## src/rtl/board_reset_ctrl_if.sv

```systemverilog
// Board-side bundle for the reset sequencer: PLL lock and raw buttons in,
// SoC reset, ready flag, conditioned button events and reset cause out.
interface board_reset_ctrl_if #(
  parameter int NUM_BUTTONS = 1
);
  logic                   pll_locked;
  logic [NUM_BUTTONS-1:0] buttons;
  logic                   soc_rst_n;
  logic                   ready;
  logic [NUM_BUTTONS-1:0] btn_level;
  logic [NUM_BUTTONS-1:0] btn_press;
  logic [NUM_BUTTONS-1:0] btn_release;
  logic [1:0]             reset_cause;

  modport master (
    output pll_locked, buttons,
    input  soc_rst_n, ready, btn_level, btn_press, btn_release, reset_cause
  );

  modport slave (
    input  pll_locked, buttons,
    output soc_rst_n, ready, btn_level, btn_press, btn_release, reset_cause
  );
endinterface

```

## src/rtl/board_reset_ctrl.sv

```systemverilog
// Board reset sequencer: holds the SoC in reset until the PLL is locked and a
// stretch interval has passed; also debounces buttons and detects long presses.
//
// state       | meaning
// ------------+---------------------------------------------------------
// S_HOLD      | one-cycle reset hold after board reset or long press
// S_WAIT_LOCK | waiting for synchronised PLL lock
// S_STRETCH   | lock seen, counting stable-lock cycles before release
// S_RUN       | SoC released; watch for lock loss and long press
module board_reset_ctrl #(
  parameter int CLOCK_FREQ           = 100_000_000,
  parameter int NUM_BUTTONS          = 1,
  parameter int SYNC_STAGES          = 2,
  parameter int DEBOUNCE_CYCLES      = 1_000_000,
  parameter int RESET_STRETCH_CYCLES = 1024,
  parameter int LONG_PRESS_CYCLES    = 300_000_000,
  parameter int RESET_BUTTON_IDX     = 0
) (
  input  logic              clk,
  input  logic              rst,
  board_reset_ctrl_if.slave bus
);

  localparam int DB_W = $clog2(DEBOUNCE_CYCLES);
  localparam int ST_W = (RESET_STRETCH_CYCLES > 1) ? $clog2(RESET_STRETCH_CYCLES) : 1;
  localparam int LP_W = (LONG_PRESS_CYCLES > 1) ? $clog2(LONG_PRESS_CYCLES) : 1;
  localparam logic [DB_W-1:0] DB_MAX = DB_W'(DEBOUNCE_CYCLES - 1);
  localparam logic [ST_W-1:0] ST_MAX = ST_W'(RESET_STRETCH_CYCLES - 1);
  localparam logic [LP_W-1:0] LP_MAX = LP_W'(LONG_PRESS_CYCLES - 1);

  if (CLOCK_FREQ < 1 || NUM_BUTTONS < 1 || SYNC_STAGES < 2 || DEBOUNCE_CYCLES < 2 ||
      RESET_STRETCH_CYCLES < 1 || LONG_PRESS_CYCLES < 1 ||
      RESET_BUTTON_IDX < 0 || RESET_BUTTON_IDX >= NUM_BUTTONS) begin : g_bad_params
    $error("board_reset_ctrl: invalid parameter set");
  end

  typedef enum logic [1:0] {
    S_HOLD,
    S_WAIT_LOCK,
    S_STRETCH,
    S_RUN
  } state_t;

  state_t                 state;
  logic [SYNC_STAGES-1:0] lock_sync;
  logic [NUM_BUTTONS-1:0] btn_sync [SYNC_STAGES];
  logic                   lock_s;
  logic [NUM_BUTTONS-1:0] btn_s;
  logic [DB_W-1:0]        db_cnt [NUM_BUTTONS];
  logic [NUM_BUTTONS-1:0] level;
  logic [NUM_BUTTONS-1:0] press;
  logic [NUM_BUTTONS-1:0] release_p;
  logic [ST_W-1:0]        st_cnt;
  logic [LP_W-1:0]        lp_cnt;
  logic                   armed;
  logic                   lp_fire;
  logic                   rb_level;
  logic [1:0]             cause;

  always_ff @(posedge clk) begin
    if (rst) begin
      lock_sync <= '0;
      for (int k = 0; k < SYNC_STAGES; k++) btn_sync[k] <= '0;
    end else begin
      lock_sync   <= {lock_sync[SYNC_STAGES-2:0], bus.pll_locked};
      btn_sync[0] <= bus.buttons;
      for (int k = 1; k < SYNC_STAGES; k++) btn_sync[k] <= btn_sync[k-1];
    end
  end

  assign lock_s = lock_sync[SYNC_STAGES-1];
  assign btn_s  = btn_sync[SYNC_STAGES-1];

  // Debounce runs in every state so levels are valid while the SoC is in reset.
  always_ff @(posedge clk) begin
    if (rst) begin
      level     <= '0;
      press     <= '0;
      release_p <= '0;
      for (int i = 0; i < NUM_BUTTONS; i++) db_cnt[i] <= '0;
    end else begin
      for (int i = 0; i < NUM_BUTTONS; i++) begin
        press[i]     <= 1'b0;
        release_p[i] <= 1'b0;
        if (btn_s[i] == level[i]) begin
          db_cnt[i] <= '0;
        end else if (db_cnt[i] == DB_MAX) begin
          level[i]     <= btn_s[i];
          db_cnt[i]    <= '0;
          press[i]     <= btn_s[i];
          release_p[i] <= ~btn_s[i];
        end else begin
          db_cnt[i] <= db_cnt[i] + 1'b1;
        end
      end
    end
  end

  assign rb_level = level[RESET_BUTTON_IDX];
  assign lp_fire  = (state == S_RUN) && rb_level && armed && (lp_cnt == LP_MAX);

  always_ff @(posedge clk) begin
    if (rst) begin
      state  <= S_HOLD;
      st_cnt <= '0;
      lp_cnt <= '0;
      armed  <= 1'b1;
      cause  <= 2'd0;
    end else begin
      if (state != S_RUN || !rb_level) begin
        lp_cnt <= '0;
      end else if (armed) begin
        lp_cnt <= lp_fire ? '0 : lp_cnt + 1'b1;
      end

      // Re-arming needs a release, so a button held through reset fires once.
      if (!rb_level) begin
        armed <= 1'b1;
      end else if (lp_fire) begin
        armed <= 1'b0;
      end

      case (state)
        S_HOLD: begin
          state <= S_WAIT_LOCK;
        end
        S_WAIT_LOCK: begin
          if (lock_s) begin
            state  <= S_STRETCH;
            st_cnt <= '0;
          end
        end
        S_STRETCH: begin
          if (!lock_s) begin
            state  <= S_WAIT_LOCK;
            st_cnt <= '0;
          end else if (st_cnt == ST_MAX) begin
            state <= S_RUN;
          end else begin
            st_cnt <= st_cnt + 1'b1;
          end
        end
        S_RUN: begin
          if (!lock_s) begin
            state <= S_WAIT_LOCK;
            cause <= 2'd1;
          end else if (lp_fire) begin
            state <= S_HOLD;
            cause <= 2'd2;
          end
        end
        default: begin
          state <= S_HOLD;
        end
      endcase
    end
  end

  assign bus.soc_rst_n   = (state == S_RUN);
  assign bus.ready       = (state == S_RUN);
  assign bus.btn_level   = level;
  assign bus.btn_press   = press;
  assign bus.btn_release = release_p;
  assign bus.reset_cause = cause;

endmodule
```

## src/flat_wrapper.sv

```systemverilog
// flat-port wrapper written by rule: the top's interface ports become plain ports
module board_reset_ctrl_flat 
#(
  parameter int CLOCK_FREQ           = 100_000_000,
  parameter int NUM_BUTTONS          = 1,
  parameter int SYNC_STAGES          = 2,
  parameter int DEBOUNCE_CYCLES      = 1_000_000,
  parameter int RESET_STRETCH_CYCLES = 1024,
  parameter int LONG_PRESS_CYCLES    = 300_000_000,
  parameter int RESET_BUTTON_IDX     = 0
)
  (clk, rst, bus_pll_locked, bus_buttons, bus_soc_rst_n, bus_ready, bus_btn_level, bus_btn_press, bus_btn_release, bus_reset_cause);
  board_reset_ctrl_if #(.NUM_BUTTONS(NUM_BUTTONS)) bus_i ();
  input  logic clk;
  input  logic rst;
  input wire logic [$bits(bus_i.pll_locked)-1:0] bus_pll_locked;
  input wire logic [$bits(bus_i.buttons)-1:0] bus_buttons;
  output wire logic [$bits(bus_i.soc_rst_n)-1:0] bus_soc_rst_n;
  output wire logic [$bits(bus_i.ready)-1:0] bus_ready;
  output wire logic [$bits(bus_i.btn_level)-1:0] bus_btn_level;
  output wire logic [$bits(bus_i.btn_press)-1:0] bus_btn_press;
  output wire logic [$bits(bus_i.btn_release)-1:0] bus_btn_release;
  output wire logic [$bits(bus_i.reset_cause)-1:0] bus_reset_cause;
  assign bus_i.pll_locked = bus_pll_locked;
  assign bus_i.buttons = bus_buttons;
  assign bus_soc_rst_n = bus_i.soc_rst_n;
  assign bus_ready = bus_i.ready;
  assign bus_btn_level = bus_i.btn_level;
  assign bus_btn_press = bus_i.btn_press;
  assign bus_btn_release = bus_i.btn_release;
  assign bus_reset_cause = bus_i.reset_cause;
  board_reset_ctrl #(.CLOCK_FREQ(CLOCK_FREQ), .NUM_BUTTONS(NUM_BUTTONS), .SYNC_STAGES(SYNC_STAGES), .DEBOUNCE_CYCLES(DEBOUNCE_CYCLES), .RESET_STRETCH_CYCLES(RESET_STRETCH_CYCLES), .LONG_PRESS_CYCLES(LONG_PRESS_CYCLES), .RESET_BUTTON_IDX(RESET_BUTTON_IDX)) u_core (.clk(clk), .rst(rst), .bus(bus_i));
endmodule
```

## config.mk

```make
export PLATFORM = sky130hd
export DESIGN_NAME = board_reset_ctrl_flat
export DESIGN_NICKNAME = d
export VERILOG_FILES = /design/src/rtl/board_reset_ctrl_if.sv /design/src/rtl/board_reset_ctrl.sv /design/src/flat_wrapper.sv
export SDC_FILE = /design/constraint.sdc
export NUM_CORES = 1
export LEC_CHECK = 0
export ABC_AREA = 1
export CORE_UTILIZATION = 30
export DETAILED_ROUTE_END_ITERATION = 12
export HOLD_SLACK_MARGIN = 0.15
export SYNTH_ARGS = -nofsm -noshare
export SYNTH_HDL_FRONTEND = slang
export SYNTH_SLANG_ARGS = --single-unit
```

## constraint.sdc

```tcl
create_clock -name clk -period 1.8 [get_ports clk]
set_input_delay 0.36 -clock clk [delete_from_list [all_inputs] [get_ports clk]]
set_output_delay 0.36 -clock clk [all_outputs]
set_load 0.01 [all_outputs]
```

==> results of run 1 <==
==> sequential cells by signal, summed over array words and instances, names as in the netlist <==
| signal | cells |
|---|---|
| u_core.state | 2 |
| u_core.btn_sync | 2 |
| u_core.lock_sync | 2 |
| u_core.bus.btn_level | 1 |
| u_core.bus.reset_cause | 2 |
| u_core.bus.btn_press | 1 |
| u_core.db_cnt | 20 |
| u_core.armed | 1 |
| u_core.bus.btn_release | 1 |
| u_core.lp_cnt | 29 |
| u_core.st_cnt | 10 |
==> layer usage <==
metal | part of all wire, % | vias to the layer above
met5 | 0 | -
met4 | 0.96 | 0
met3 | 2.6 | 6
met2 | 46 | 32
met1 | 50 | 1623
li1 | - | 1901
==> area by class of cell <==
type                       instances  area, um2
timing repair buffer              30      272.8
inverter                          82      307.8
tap                              172      215.2
fill                            1390       7911
clock inverter                     3      15.01
clock buffer                      13      271.5
multi-input combinational        428       2098
sequential                        71       1630
==> kinds of logic (layout without fill, tap and decap cells) <==
family,count (synthesis),in the layout,share of synthesized area [%]
adders and majority gates,7,7,2.219
other,1,20,0.09500
buffers and inverters,89,128,9.065
and+or+nand+nor,328,329,36.80
AOI/OAI and AO/OA,61,61,8.305
xor gates and xnor gates,11,11,2.441
DFF,71,71,41.08
==> repair_timing <==
item,4_1_cts,5_1_grt
endpoints found under the hold margin,0,0
pin swaps,0,1
gates cloned,0,1
endpoints found under the setup margin,2,31
gates resized for setup,8,10
==> synthesized netlist by cell type, drive strengths merged <==
cell    instances  area (um2)
nor3b           2       15.01
edfxtp         20       600.6
nand2         138       535.5
o31ai           1       7.510
xor2            6       52.55
nand4          13       81.33
a21oi          33       168.9
nand3          37       195.2
inv            81       304.0
a21boi          1       7.510
nor2          115       479.2
o21ai          20       100.1
o211ai          1       7.510
conb            1       3.750
ha              7       87.58
dfxtp          51        1021
buf             7       50.05
o21bai          3       22.52
nor3           18       112.6
clkinv          1       3.750
nand3b          2       15.01
a31oi           1       6.260
a21o            1       7.510
or2             3       18.77
xnor2           5       43.79
==> final timing paths <==
kind,start,end,depth (start not counted)
worst max-delay path,u_core.bus.btn_level,bus_btn_level,1
worst min-delay path,u_core.lock_sync[0],u_core.lock_sync[1],2
worst max register to register,u_core.st_cnt[0],u_core.st_cnt[0],10
worst min register to register,u_core.lock_sync[0],u_core.lock_sync[1],2
==> stage by stage <==
stage / cell area, um2 / instances / total power, mW
2_1_floorplan: 4019 / 587 / 2.385
3_3_place_gp: 4459 / 782 / 2.509
3_5_place_dp: 4459 / 782 / 2.550
4_1_cts: 4763 / 798 / 4.284
5_1_grt: 4811 / 799 / 4.513
6_report: 4811 / 799 / 4.282
==> cells in the final DEF (no fill, tap or decap), types with 2 or more instances in the layout <==
cell / instances
nand2_1: 130
nor2_1: 104
inv_1: 79
dfxtp_1: 48
nand3_1: 33
a21oi_1: 32
o21ai_0: 20
edfxtp_1: 20
conb_1: 20
buf_4: 18
nor3_1: 16
nand4_1: 13
clkbuf_16: 10
clkdlybuf4s50_1: 8
nor2_4: 6
nand2_2: 6
xor2_1: 6
xnor2_1: 5
nor2_2: 5
ha_1: 5
nand3_2: 4
nand2_4: 3
o21bai_1: 3
clkinv_2: 3
inv_2: 2
or2_2: 2
nor3b_1: 2
nor3_4: 2
nand3b_1: 2
clkbuf_1: 2
dlygate4sd2_1: 2
buf_12: 2
dfxtp_4: 2
==> power by group <==
group / leakage (nW) / total, mW / internal (mW) / switching, mW
Sequential: 0.621 / 1.87 / 1.75 / 0.118
Clock: 0.145 / 1.70 / 1.05 / 0.655
Combinational: 1.06 / 0.708 / 0.285 / 0.424
==> results.json, run 1 <==
{
  "grt_antenna_before_repair": 0,
  "viasPerCell": 4.458,
  "reg2reg_setup_slack_ns": 0.16,
  "wl_per_cell_um": 10.40,
  "cellLeakagePower_nw": 1.824,
  "grt_use_met1_pct": 17.01,
  "ys_warn_count": 0,
  "core_um2": 12720,
  "die_h_um": 116.7,
  "min_period_over_period_pct": 91.15,
  "power.density_nw_per_um2": 890.0,
  "slowest_stage": "clkdlybuf4s50_1",
  "final_util_pct": 37.81,
  "worstSetupPathType": "reg2out",
  "nets": 633,
  "clock_skew_ns": 0.004779,
  "crit_required_ns": 1.44,
  "grt_pass1_vias": 3232,
  "clkTransAtPathRegs_ns": 0.06,
  "use_met2_pct": 21.93,
  "cts_tree": "built",
  "clk_latency_ns": 0.33,
  "worstHoldPathType": "reg2reg",
  "maxCapViolations": 0,
  "path_max_fanout": 5,
  "chipWidth_um": 116.7,
  "synth.distinct_cells": 35,
  "netlist_area_um2": 3948,
  "crit_path_end_kind": "primary output",
  "crit_buf_inv": 1,
  "antenna_cells": 0,
  "status": "completed",
  "cts_buffers": 9,
  "busiest_layer": "met2",
  "grt_overflow_total": 0,
  "grtUsageMet3_pct": 3.010,
  "post-cts-setup-buffers": 0,
  "syn-instance-count": 568,
  "fmax_mhz": 609.5,
  "synth_seq_cells": 71,
  "period_needed_ns": 1.641,
  "cp.arrival_ns": 1.28,
  "ys_seq_area_share_pct": 41.08,
  "grtUsageTotal_pct": 13.43,
  "dp_hpwl_um": 6234,
  "finalHoldViolations": 0,
  "portBuffers": 10,
  "avgSynthCellArea_um2": 6.950,
  "drc": 0,
  "cts_buffer_depth": 2,
  "cp-start-kind": "register",
  "finalHoldWorstSlack_ns": 0.4070,
  "grt_max_degree": 20,
  "worstPathCellList": "clkdlybuf4s50_1",
  "num_vias": 3562,
  "cts_hold_buf": 0,
  "clkSinkCount": 71,
  "postRouteAntennaNets": 0,
  "path_delay_family": "buffers and inverters",
  "drtIter0Drc": 165,
  "first_pass_iters": 4,
  "h-tree-depth": 3,
  "cp_slowest_stage_delay_ns": 0.55,
  "routabilityCongestion": 0.8094,
  "routed_wl_um": 8312,
  "fp.dieArea_um2": 13620,
  "grt_pass1_wl_um": 14270,
  "setup_viol": 0,
  "boundaryPins": 11,
  "synthToLayoutAreaGrowth_pct": 21.87,
  "drive_above_1_share_pct": 11.16,
  "maxSlewViolCount": 0,
  "initial_core_util_pct": 31.03,
  "place_ws_ns": 0.02796,
  "tns_ns": 0,
  "fin_ws_ns": 0.1594,
  "rows": 41,
  "vdd_drop_max_mv": 0.5911,
  "cts_root_buf": "clkbuf_16"
}
No activity file was read; power rests on OpenSTA's default activity.
==> run 2: changes to the inputs <==
--- a/config.mk
+++ b/config.mk
@@ -6,6 +6,7 @@
 export NUM_CORES = 1
 export LEC_CHECK = 0
 export ABC_AREA = 1
+export ABC_CLOCK_PERIOD_IN_PS = 1800
 export CORE_UTILIZATION = 30
 export DETAILED_ROUTE_END_ITERATION = 12
 export HOLD_SLACK_MARGIN = 0.15
==> results of run 2 <==
Final layout, timing and power as in run 1 (identical DEF).
